===== src/rtl/rf_pkg.sv =====
// Shared state encoding and constants for the regfile access controller.
package rf_pkg;

    typedef enum logic [1:0] {
        ST_INIT,
        ST_IDLE,
        ST_RESP
    } rf_state_t;

    localparam int unsigned REG_ZERO = 0;

endpackage


===== src/rtl/regfile_access_ctrl_if.sv =====
// Decode / operand / writeback / regfile-port bundle for the access controller.
interface regfile_access_ctrl_if #(
    parameter int AWIDTH = 8,
    parameter int DWIDTH = 16
);
    logic              dec_valid;
    logic              dec_ready;
    logic [AWIDTH-1:0] dec_rs_addr;
    logic [AWIDTH-1:0] dec_rt_addr;
    logic              dec_use_rs;
    logic              dec_use_rt;
    logic              out_valid;
    logic              out_ready;
    logic [DWIDTH-1:0] out_rs_data;
    logic [DWIDTH-1:0] out_rt_data;
    logic              wb_valid;
    logic              wb_ready;
    logic [AWIDTH-1:0] wb_addr;
    logic [DWIDTH-1:0] wb_data;
    logic              rf_clear;
    logic [AWIDTH-1:0] rf_addr_rs;
    logic              rf_req_rs;
    logic [AWIDTH-1:0] rf_addr_rt;
    logic              rf_req_rt;
    logic [AWIDTH-1:0] rf_addr_rd;
    logic              rf_req_rd;
    logic [DWIDTH-1:0] rf_wdata;
    logic [DWIDTH-1:0] rf_rs;
    logic [DWIDTH-1:0] rf_rt;

    modport slave (
        input  dec_valid, dec_rs_addr, dec_rt_addr, dec_use_rs, dec_use_rt,
        input  out_ready, wb_valid, wb_addr, wb_data, rf_rs, rf_rt,
        output dec_ready, out_valid, out_rs_data, out_rt_data, wb_ready,
        output rf_clear, rf_addr_rs, rf_req_rs, rf_addr_rt, rf_req_rt,
        output rf_addr_rd, rf_req_rd, rf_wdata
    );

    modport master (
        output dec_valid, dec_rs_addr, dec_rt_addr, dec_use_rs, dec_use_rt,
        output out_ready, wb_valid, wb_addr, wb_data, rf_rs, rf_rt,
        input  dec_ready, out_valid, out_rs_data, out_rt_data, wb_ready,
        input  rf_clear, rf_addr_rs, rf_req_rs, rf_addr_rt, rf_req_rt,
        input  rf_addr_rd, rf_req_rd, rf_wdata
    );
endinterface


===== src/rtl/rf_wb_fifo.sv =====
// Writeback queue: {addr,data} ring buffer exposing per-entry valid/addr for hazard compares.
module rf_wb_fifo
    import rf_pkg::*;
#(
    parameter int AWIDTH = 8,
    parameter int DWIDTH = 16,
    parameter int DEPTH  = 2
) (
    input  logic                         clk,
    input  logic                         clear,
    input  logic                         push,
    input  logic [AWIDTH-1:0]            push_addr,
    input  logic [DWIDTH-1:0]            push_data,
    input  logic                         pop,
    output logic                         full,
    output logic                         empty,
    output logic [AWIDTH-1:0]            head_addr,
    output logic [DWIDTH-1:0]            head_data,
    output logic [DEPTH-1:0]             ent_valid,
    output logic [DEPTH-1:0][AWIDTH-1:0] ent_addr
);
    localparam int PW = $clog2(DEPTH);
    localparam int CW = PW + 1;

    logic [DEPTH-1:0][AWIDTH-1:0] addr_q;
    logic [DEPTH-1:0][DWIDTH-1:0] data_q;
    logic [PW-1:0]                wr_ptr;
    logic [PW-1:0]                rd_ptr;
    logic [CW-1:0]                count;
    logic                         do_push;
    logic                         do_pop;

    assign full    = (count == CW'(DEPTH));
    assign empty   = (count == '0);
    assign do_push = push && !full;
    assign do_pop  = pop && !empty;

    always_ff @(posedge clk or posedge clear) begin
        if (clear) begin
            wr_ptr <= '0;
            rd_ptr <= '0;
            count  <= '0;
        end else begin
            if (do_push) wr_ptr <= wr_ptr + PW'(1);
            if (do_pop)  rd_ptr <= rd_ptr + PW'(1);
            count <= count + CW'(do_push) - CW'(do_pop);
        end
    end

    // Payload needs no reset: occupancy alone decides what is live.
    always_ff @(posedge clk) begin
        if (do_push) begin
            addr_q[wr_ptr] <= push_addr;
            data_q[wr_ptr] <= push_data;
        end
    end

    for (genvar i = 0; i < DEPTH; i++) begin : g_ent
        logic [PW-1:0] ofs;
        assign ofs          = PW'(i) - rd_ptr;
        assign ent_valid[i] = (CW'(ofs) < count);
    end

    assign ent_addr  = addr_q;
    assign head_addr = addr_q[rd_ptr];
    assign head_data = data_q[rd_ptr];

endmodule


===== src/rtl/regfile_access_ctrl.sv =====
// Regfile port initiator: operand reads with 1-cycle latency, queued writebacks, RAW stall, clear sequencing.
module regfile_access_ctrl
    import rf_pkg::*;
#(
    parameter int AWIDTH   = 8,
    parameter int DWIDTH   = 16,
    parameter int WB_DEPTH = 2
) (
    input logic                 clk,
    input logic                 clear,
    regfile_access_ctrl_if.slave bus
);
    localparam logic [AWIDTH-1:0] ZERO = AWIDTH'(REG_ZERO);

    rf_state_t                       state, state_nxt;
    logic                            fifo_full, fifo_empty;
    logic [AWIDTH-1:0]               head_addr;
    logic [DWIDTH-1:0]               head_data;
    logic [WB_DEPTH-1:0]             ent_valid;
    logic [WB_DEPTH-1:0][AWIDTH-1:0] ent_addr;
    logic                            wb_push, rs_need, rt_need, hazard, accept;
    logic                            fresh_q, rs_used_q, rt_used_q;
    logic [DWIDTH-1:0]               rs_hold, rt_hold;

    rf_wb_fifo #(.AWIDTH(AWIDTH), .DWIDTH(DWIDTH), .DEPTH(WB_DEPTH)) u_wb_fifo (
        .clk       (clk),
        .clear     (clear),
        .push      (wb_push),
        .push_addr (bus.wb_addr),
        .push_data (bus.wb_data),
        .pop       (1'b1),
        .full      (fifo_full),
        .empty     (fifo_empty),
        .head_addr (head_addr),
        .head_data (head_data),
        .ent_valid (ent_valid),
        .ent_addr  (ent_addr)
    );

    assign bus.wb_ready = (state != ST_INIT) && !fifo_full;
    assign wb_push      = bus.wb_valid && bus.wb_ready && (bus.wb_addr != ZERO);
    assign rs_need      = bus.dec_use_rs && (bus.dec_rs_addr != ZERO);
    assign rt_need      = bus.dec_use_rt && (bus.dec_rt_addr != ZERO);

    // No bypass: any queued or incoming write to a needed source stalls decode.
    always_comb begin
        hazard = 1'b0;
        for (int i = 0; i < WB_DEPTH; i++) begin
            if (ent_valid[i] && rs_need && ent_addr[i] == bus.dec_rs_addr) hazard = 1'b1;
            if (ent_valid[i] && rt_need && ent_addr[i] == bus.dec_rt_addr) hazard = 1'b1;
        end
        if (wb_push && rs_need && bus.wb_addr == bus.dec_rs_addr) hazard = 1'b1;
        if (wb_push && rt_need && bus.wb_addr == bus.dec_rt_addr) hazard = 1'b1;
    end

    always_comb begin
        state_nxt     = state;
        bus.dec_ready = 1'b0;
        case (state)
            ST_INIT: state_nxt = ST_IDLE;
            ST_IDLE: begin
                bus.dec_ready = !hazard;
                if (bus.dec_valid && !hazard) state_nxt = ST_RESP;
            end
            ST_RESP: begin
                bus.dec_ready = bus.out_ready && !hazard;
                if (bus.out_ready && !(bus.dec_valid && !hazard)) state_nxt = ST_IDLE;
            end
            default: state_nxt = ST_INIT;
        endcase
    end

    assign accept = bus.dec_valid && bus.dec_ready;

    always_ff @(posedge clk or posedge clear) begin
        if (clear) begin
            state     <= ST_INIT;
            fresh_q   <= 1'b0;
            rs_used_q <= 1'b0;
            rt_used_q <= 1'b0;
            rs_hold   <= '0;
            rt_hold   <= '0;
        end else begin
            state   <= state_nxt;
            fresh_q <= accept;
            if (accept) begin
                rs_used_q <= rs_need;
                rt_used_q <= rt_need;
            end
            rs_hold <= bus.out_rs_data;
            rt_hold <= bus.out_rt_data;
        end
    end

    // Regfile data is only trusted the cycle after the request; afterwards replay the captured copy.
    assign bus.out_valid   = (state == ST_RESP);
    assign bus.out_rs_data = !fresh_q ? rs_hold : (rs_used_q ? bus.rf_rs : '0);
    assign bus.out_rt_data = !fresh_q ? rt_hold : (rt_used_q ? bus.rf_rt : '0);

    assign bus.rf_clear   = (state == ST_INIT);
    assign bus.rf_req_rs  = accept && rs_need;
    assign bus.rf_addr_rs = bus.dec_rs_addr;
    assign bus.rf_req_rt  = accept && rt_need;
    assign bus.rf_addr_rt = bus.dec_rt_addr;
    assign bus.rf_req_rd  = !fifo_empty;
    assign bus.rf_addr_rd = head_addr;
    assign bus.rf_wdata   = head_data;

endmodule

===== src/flat_wrapper.sv =====
// flat-port wrapper written by rule: the top's interface ports become plain ports
module regfile_access_ctrl_flat import rf_pkg::*;
#(
    parameter int AWIDTH   = 8,
    parameter int DWIDTH   = 16,
    parameter int WB_DEPTH = 2
)
  (clk, clear, bus_dec_valid, bus_dec_rs_addr, bus_dec_rt_addr, bus_dec_use_rs, bus_dec_use_rt, bus_out_ready, bus_wb_valid, bus_wb_addr, bus_wb_data, bus_rf_rs, bus_rf_rt, bus_dec_ready, bus_out_valid, bus_out_rs_data, bus_out_rt_data, bus_wb_ready, bus_rf_clear, bus_rf_addr_rs, bus_rf_req_rs, bus_rf_addr_rt, bus_rf_req_rt, bus_rf_addr_rd, bus_rf_req_rd, bus_rf_wdata);
  regfile_access_ctrl_if #(.AWIDTH(AWIDTH), .DWIDTH(DWIDTH)) bus_i ();
  input logic clk;
  input logic clear;
  input wire logic [$bits(bus_i.dec_valid)-1:0] bus_dec_valid;
  input wire logic [$bits(bus_i.dec_rs_addr)-1:0] bus_dec_rs_addr;
  input wire logic [$bits(bus_i.dec_rt_addr)-1:0] bus_dec_rt_addr;
  input wire logic [$bits(bus_i.dec_use_rs)-1:0] bus_dec_use_rs;
  input wire logic [$bits(bus_i.dec_use_rt)-1:0] bus_dec_use_rt;
  input wire logic [$bits(bus_i.out_ready)-1:0] bus_out_ready;
  input wire logic [$bits(bus_i.wb_valid)-1:0] bus_wb_valid;
  input wire logic [$bits(bus_i.wb_addr)-1:0] bus_wb_addr;
  input wire logic [$bits(bus_i.wb_data)-1:0] bus_wb_data;
  input wire logic [$bits(bus_i.rf_rs)-1:0] bus_rf_rs;
  input wire logic [$bits(bus_i.rf_rt)-1:0] bus_rf_rt;
  output wire logic [$bits(bus_i.dec_ready)-1:0] bus_dec_ready;
  output wire logic [$bits(bus_i.out_valid)-1:0] bus_out_valid;
  output wire logic [$bits(bus_i.out_rs_data)-1:0] bus_out_rs_data;
  output wire logic [$bits(bus_i.out_rt_data)-1:0] bus_out_rt_data;
  output wire logic [$bits(bus_i.wb_ready)-1:0] bus_wb_ready;
  output wire logic [$bits(bus_i.rf_clear)-1:0] bus_rf_clear;
  output wire logic [$bits(bus_i.rf_addr_rs)-1:0] bus_rf_addr_rs;
  output wire logic [$bits(bus_i.rf_req_rs)-1:0] bus_rf_req_rs;
  output wire logic [$bits(bus_i.rf_addr_rt)-1:0] bus_rf_addr_rt;
  output wire logic [$bits(bus_i.rf_req_rt)-1:0] bus_rf_req_rt;
  output wire logic [$bits(bus_i.rf_addr_rd)-1:0] bus_rf_addr_rd;
  output wire logic [$bits(bus_i.rf_req_rd)-1:0] bus_rf_req_rd;
  output wire logic [$bits(bus_i.rf_wdata)-1:0] bus_rf_wdata;
  assign bus_i.dec_valid = bus_dec_valid;
  assign bus_i.dec_rs_addr = bus_dec_rs_addr;
  assign bus_i.dec_rt_addr = bus_dec_rt_addr;
  assign bus_i.dec_use_rs = bus_dec_use_rs;
  assign bus_i.dec_use_rt = bus_dec_use_rt;
  assign bus_i.out_ready = bus_out_ready;
  assign bus_i.wb_valid = bus_wb_valid;
  assign bus_i.wb_addr = bus_wb_addr;
  assign bus_i.wb_data = bus_wb_data;
  assign bus_i.rf_rs = bus_rf_rs;
  assign bus_i.rf_rt = bus_rf_rt;
  assign bus_dec_ready = bus_i.dec_ready;
  assign bus_out_valid = bus_i.out_valid;
  assign bus_out_rs_data = bus_i.out_rs_data;
  assign bus_out_rt_data = bus_i.out_rt_data;
  assign bus_wb_ready = bus_i.wb_ready;
  assign bus_rf_clear = bus_i.rf_clear;
  assign bus_rf_addr_rs = bus_i.rf_addr_rs;
  assign bus_rf_req_rs = bus_i.rf_req_rs;
  assign bus_rf_addr_rt = bus_i.rf_addr_rt;
  assign bus_rf_req_rt = bus_i.rf_req_rt;
  assign bus_rf_addr_rd = bus_i.rf_addr_rd;
  assign bus_rf_req_rd = bus_i.rf_req_rd;
  assign bus_rf_wdata = bus_i.rf_wdata;
  regfile_access_ctrl #(.AWIDTH(AWIDTH), .DWIDTH(DWIDTH), .WB_DEPTH(WB_DEPTH)) u_core (.clk(clk), .clear(clear), .bus(bus_i));
endmodule

===== config.mk =====
export PLATFORM = sky130hd
export DESIGN_NAME = regfile_access_ctrl_flat
export DESIGN_NICKNAME = d
export VERILOG_FILES = /design/src/rtl/rf_pkg.sv /design/src/rtl/regfile_access_ctrl_if.sv /design/src/rtl/rf_wb_fifo.sv /design/src/rtl/regfile_access_ctrl.sv /design/src/flat_wrapper.sv
export SDC_FILE = /design/constraint.sdc
export NUM_CORES = 1
export LEC_CHECK = 0
export BUFFER_PORTS_ARGS = -buffer_cell sky130_fd_sc_hd__buf_2
export CAP_MARGIN = 20
export CORE_UTILIZATION = 56
export CTS_BUF_LIST = sky130_fd_sc_hd__clkbuf_8
export DETAILED_ROUTE_END_ITERATION = 7
export MAX_ROUTING_LAYER = met4
export PLACE_DENSITY = 0.87
export REMOVE_ABC_BUFFERS = 1
export SKIP_LAST_GASP = 1
export SYNTH_ARGS = -nofsm -noshare
export SYNTH_HDL_FRONTEND = slang
export SYNTH_HIERARCHICAL = 1
export SYNTH_SLANG_ARGS = --single-unit

===== constraint.sdc =====
create_clock -name clk -period 3.95 [get_ports clk]
set_clock_uncertainty 0.15 [all_clocks]
set_input_delay 0.395 -clock clk [delete_from_list [all_inputs] [get_ports clk]]
set_output_delay 0.395 -clock clk [all_outputs]
set_load 0.005 [all_outputs]

==> reports/qor.csv <==
metric,value,unit
R2R Path End,u_core/u_wb_fifo/ent_addr[7],
Post-Synth Simple-Gate Area,8.74,%
count of cell types in the netlist,40,
worst reg-to-reg setup slack,1440,ps
GRT Resource Usage Total,23.3,%
final period utilization,76.1,%
Max-Cap Viols,0,
nets,605,
post-DP HPWL,6.75,mm
H-tree lvl count,3,
"Cell Area, Synth",4420,um^2
main combinational cell family by area after synthesis,XOR/XNOR gates,
Die Span Y,90.9,um
core area,7690,um^2
Tmin final,3010,ps
mux cell area share after synthesis,8.43,%
Crit Path Category,reg2out,
first-pass GRT wire length,14.2,mm
Synth Warn #,6,
# rows,32,
# port buffers,157,
Final Total Pwr,3.24,mW
share of cells above drive strength 1,39.6,%
initial antenna violation count,0,
dominant cell type by area after synthesis,edfxtp_1,
start point of the worst hold path,bus_wb_data[8],
WHS Endpoint,u_core/u_wb_fifo/data_q[24],
vias per inst,5.09,
synthesized flop and latch total,89,
power per cell area,604,nW/um^2
area share of fa/ha/maj cells after synthesis,1.70,%
clock sinks,89,
Reg-to-Reg Start,u_core/state[0],
final WL,9.10,mm
Syn Area/Cell,11.8,um^2
final instance area,5370,um^2
fin. max-slew vios,0,
hold path depth,1,
io pins,158,
drt pass-1 iters,4,
CTS tree,built,
drt initial violations,119,
Worst Reg-to-Reg Cells,8,
Critical Path AT,2460,ps
VDD IR-drop max,0.406,mV
largest net degree at the start of global routing,36,
GR Overflow Total,0,
Final TNS setup,0,ps
fin util,69.8,%
Ant. Diodes,0,
Fin. Hold Viols,0,
# Post-CTS Setup Buffers,0,
via count,3193,
worst endpoint required time,3400,ps
Synth Area in XOR/XNOR,10.3,%
Final Setup Violations,0,
routability congestion estimate from global placement,0.987,
worst skew pair latency,360,ps
clk slew on worst S/H paths,90,ps
Critical Path Fanout Max,22,
Slew @ Worst Pin,838,ps
post-synthesis compound-gate area fraction,6.40,%
Initial Utilization,57.5,%
Fin Hold WS,72.0,ps
final antenna-violating net count,0,
status,completed,
Mapped Cells,374,
"Seq/Total Area, Yosys",55.8,%
P_leak,2.50,nW
Die Footprint,8260,um^2
FMAX,0.333,GHz
Rel. slew slack,44.1,%
Crit. End Element,primary output,
RSZ-0062 raised after global routing,false,
wire per inst,14.5,um
HP Class,in2reg,
Startpoint Class,flop,
CTS Buf Count,9,
DP Area,5160,um^2
P&R area growth vs syn,21.4,%
post-synth top area share,32.6,%
Clock Path Buffers,2,
Die W,90.9,um
vias in the first global route,3088,
Synth area leaders,"edfxtp_1 33%, dfrtp_1 23%, xnor2_1 6.5%, mux2_4 6.5%, inv_1 3.8%",
clk root buf,clkbuf_8,
drc violations,0,
CTS resizes,0,
-- cells in the final DEF (no fill, tap or decap), types with 2 or more instances in the layout --
| cell type | instances |
|---|---|
| ha_1 | 6 |
| clkinv_1 | 2 |
| inv_6 | 3 |
| nor2_1 | 4 |
| nand2_1 | 42 |
| xor2_1 | 19 |
| and2_1 | 2 |
| mux2_4 | 19 |
| o21ai_0 | 32 |
| nand4_1 | 4 |
| mux2i_1 | 2 |
| edfxtp_1 | 48 |
| xnor2_1 | 33 |
| mux2_2 | 6 |
| buf_2 | 157 |
| clkbuf_8 | 9 |
| nor3_1 | 2 |
| dfrtp_1 | 41 |
| a21o_1 | 3 |
| buf_4 | 4 |
| and3_1 | 3 |
| a21oi_1 | 4 |
| nand3_1 | 4 |
| inv_1 | 45 |
| nor4_1 | 11 |
-- cells by family (layout without fill, tap and decap cells) --
family,Yosys count,count (layout)
adders and majority gates,6,6
buffers and inverters,72,223
AOI/OAI and AO/OA,47,47
muxes,27,27
DFF,89,89
other,1,1
xor gates and xnor gates,52,52
and+or+nand+nor,80,80
-- registers in the layout, summed over array words and instances, names as in the netlist --
signal,flops
u_core/u_wb_fifo/data_q,32
u_core/rs_hold,16
u_core/rt_hold,16
u_core/u_wb_fifo/ent_addr,16
u_core/state,2
u_core/u_wb_fifo/count,2
u_core/fresh_q,1
u_core/rs_used_q,1
u_core/rt_used_q,1
u_core/u_wb_fifo/rd_ptr,1
u_core/u_wb_fifo/wr_ptr,1
-- report_power, final --
part / switching, mW / internal (mW) / leakage (nW)
Sequential: 0.141 / 1.26 / 0.962
Clock: 0.329 / 0.299 / 0.102
Combinational: 0.616 / 0.601 / 1.43
Total: 1.09 / 2.16 / 2.50
-- metrics by stage --
step           std cells  worst slack, ps
5_1_grt              627              759
6_report             627              943
4_1_cts              627              913
3_3_place_gp         610             1110
2_1_floorplan        347             1080
3_5_place_dp         610             1080
-- cells in the mapped netlist (all sizes together) --
cell	count
a211oi	1
a21boi	1
a21o	3
a21oi	4
a31o	1
a31oi	2
and2	2
and3	3
and4	1
buf	20
clkbuf	7
conb	1
dfrtp	41
edfxtp	48
ha	6
inv	45
mux2	25
mux2i	2
nand2	42
nand2b	1
nand3	4
nand4	4
nor2	5
nor2b	1
nor3	2
nor4	11
o21ai	34
o21bai	1
or2	2
or4	2
xnor2	33
xor2	19
-- worst max-delay path by stage --
stage               endpoint  cells after the start                     from  slack [ps]
5_1_grt        bus_rf_req_rs                      9  u_core/u_wb_fifo/rd_ptr         760
2_1_floorplan  bus_rf_req_rs                      7  u_core/u_wb_fifo/rd_ptr        1080
3_5_place_dp   bus_rf_req_rs                      9       bus_dec_rt_addr[0]        1080
3_3_place_gp   bus_rf_req_rs                      9       bus_dec_rt_addr[0]        1110
6_report       bus_rf_req_rs                      9  u_core/u_wb_fifo/rd_ptr         940
4_1_cts        bus_rf_req_rs                      9  u_core/u_wb_fifo/rd_ptr         910
-- worst max-delay path: stages (launching register included) --
cell and delay (ps):
dfrtp_1 490, buf_4 420, a21o_1 190, nand2_1 50, nor4_1 230, a31oi_2 180, nand3_1 130, or2_1 220
nor2_1 70, buf_2 130
-- area by class of cell --
type | count | area (um^2)
Tap cell | 102 | 128
Multi-Input combinational cell | 213 | 1580
Clock inverter | 7 | 75.1
Timing Repair Buffer | 162 | 826
Sequential cell | 89 | 2470
Fill cell | 560 | 2320
Clock buffer | 9 | 124
Inverter | 45 | 169
-- repair_timing --
item | CTS | global route
endpoints found under the setup margin | 0 | 0
hold buffers | 1 | 0
hold endpoints to repair | 9 | 0
-- per-layer routing --
layer | track usage (%) | share of wire [%]
met1 | 28.0 | 43
met2 | 37.4 | 47
met3 | 5.30 | 8.3
met4 | 11.4 | 2.1
met5 | - | 0
(Power assumes the default switching activity.)
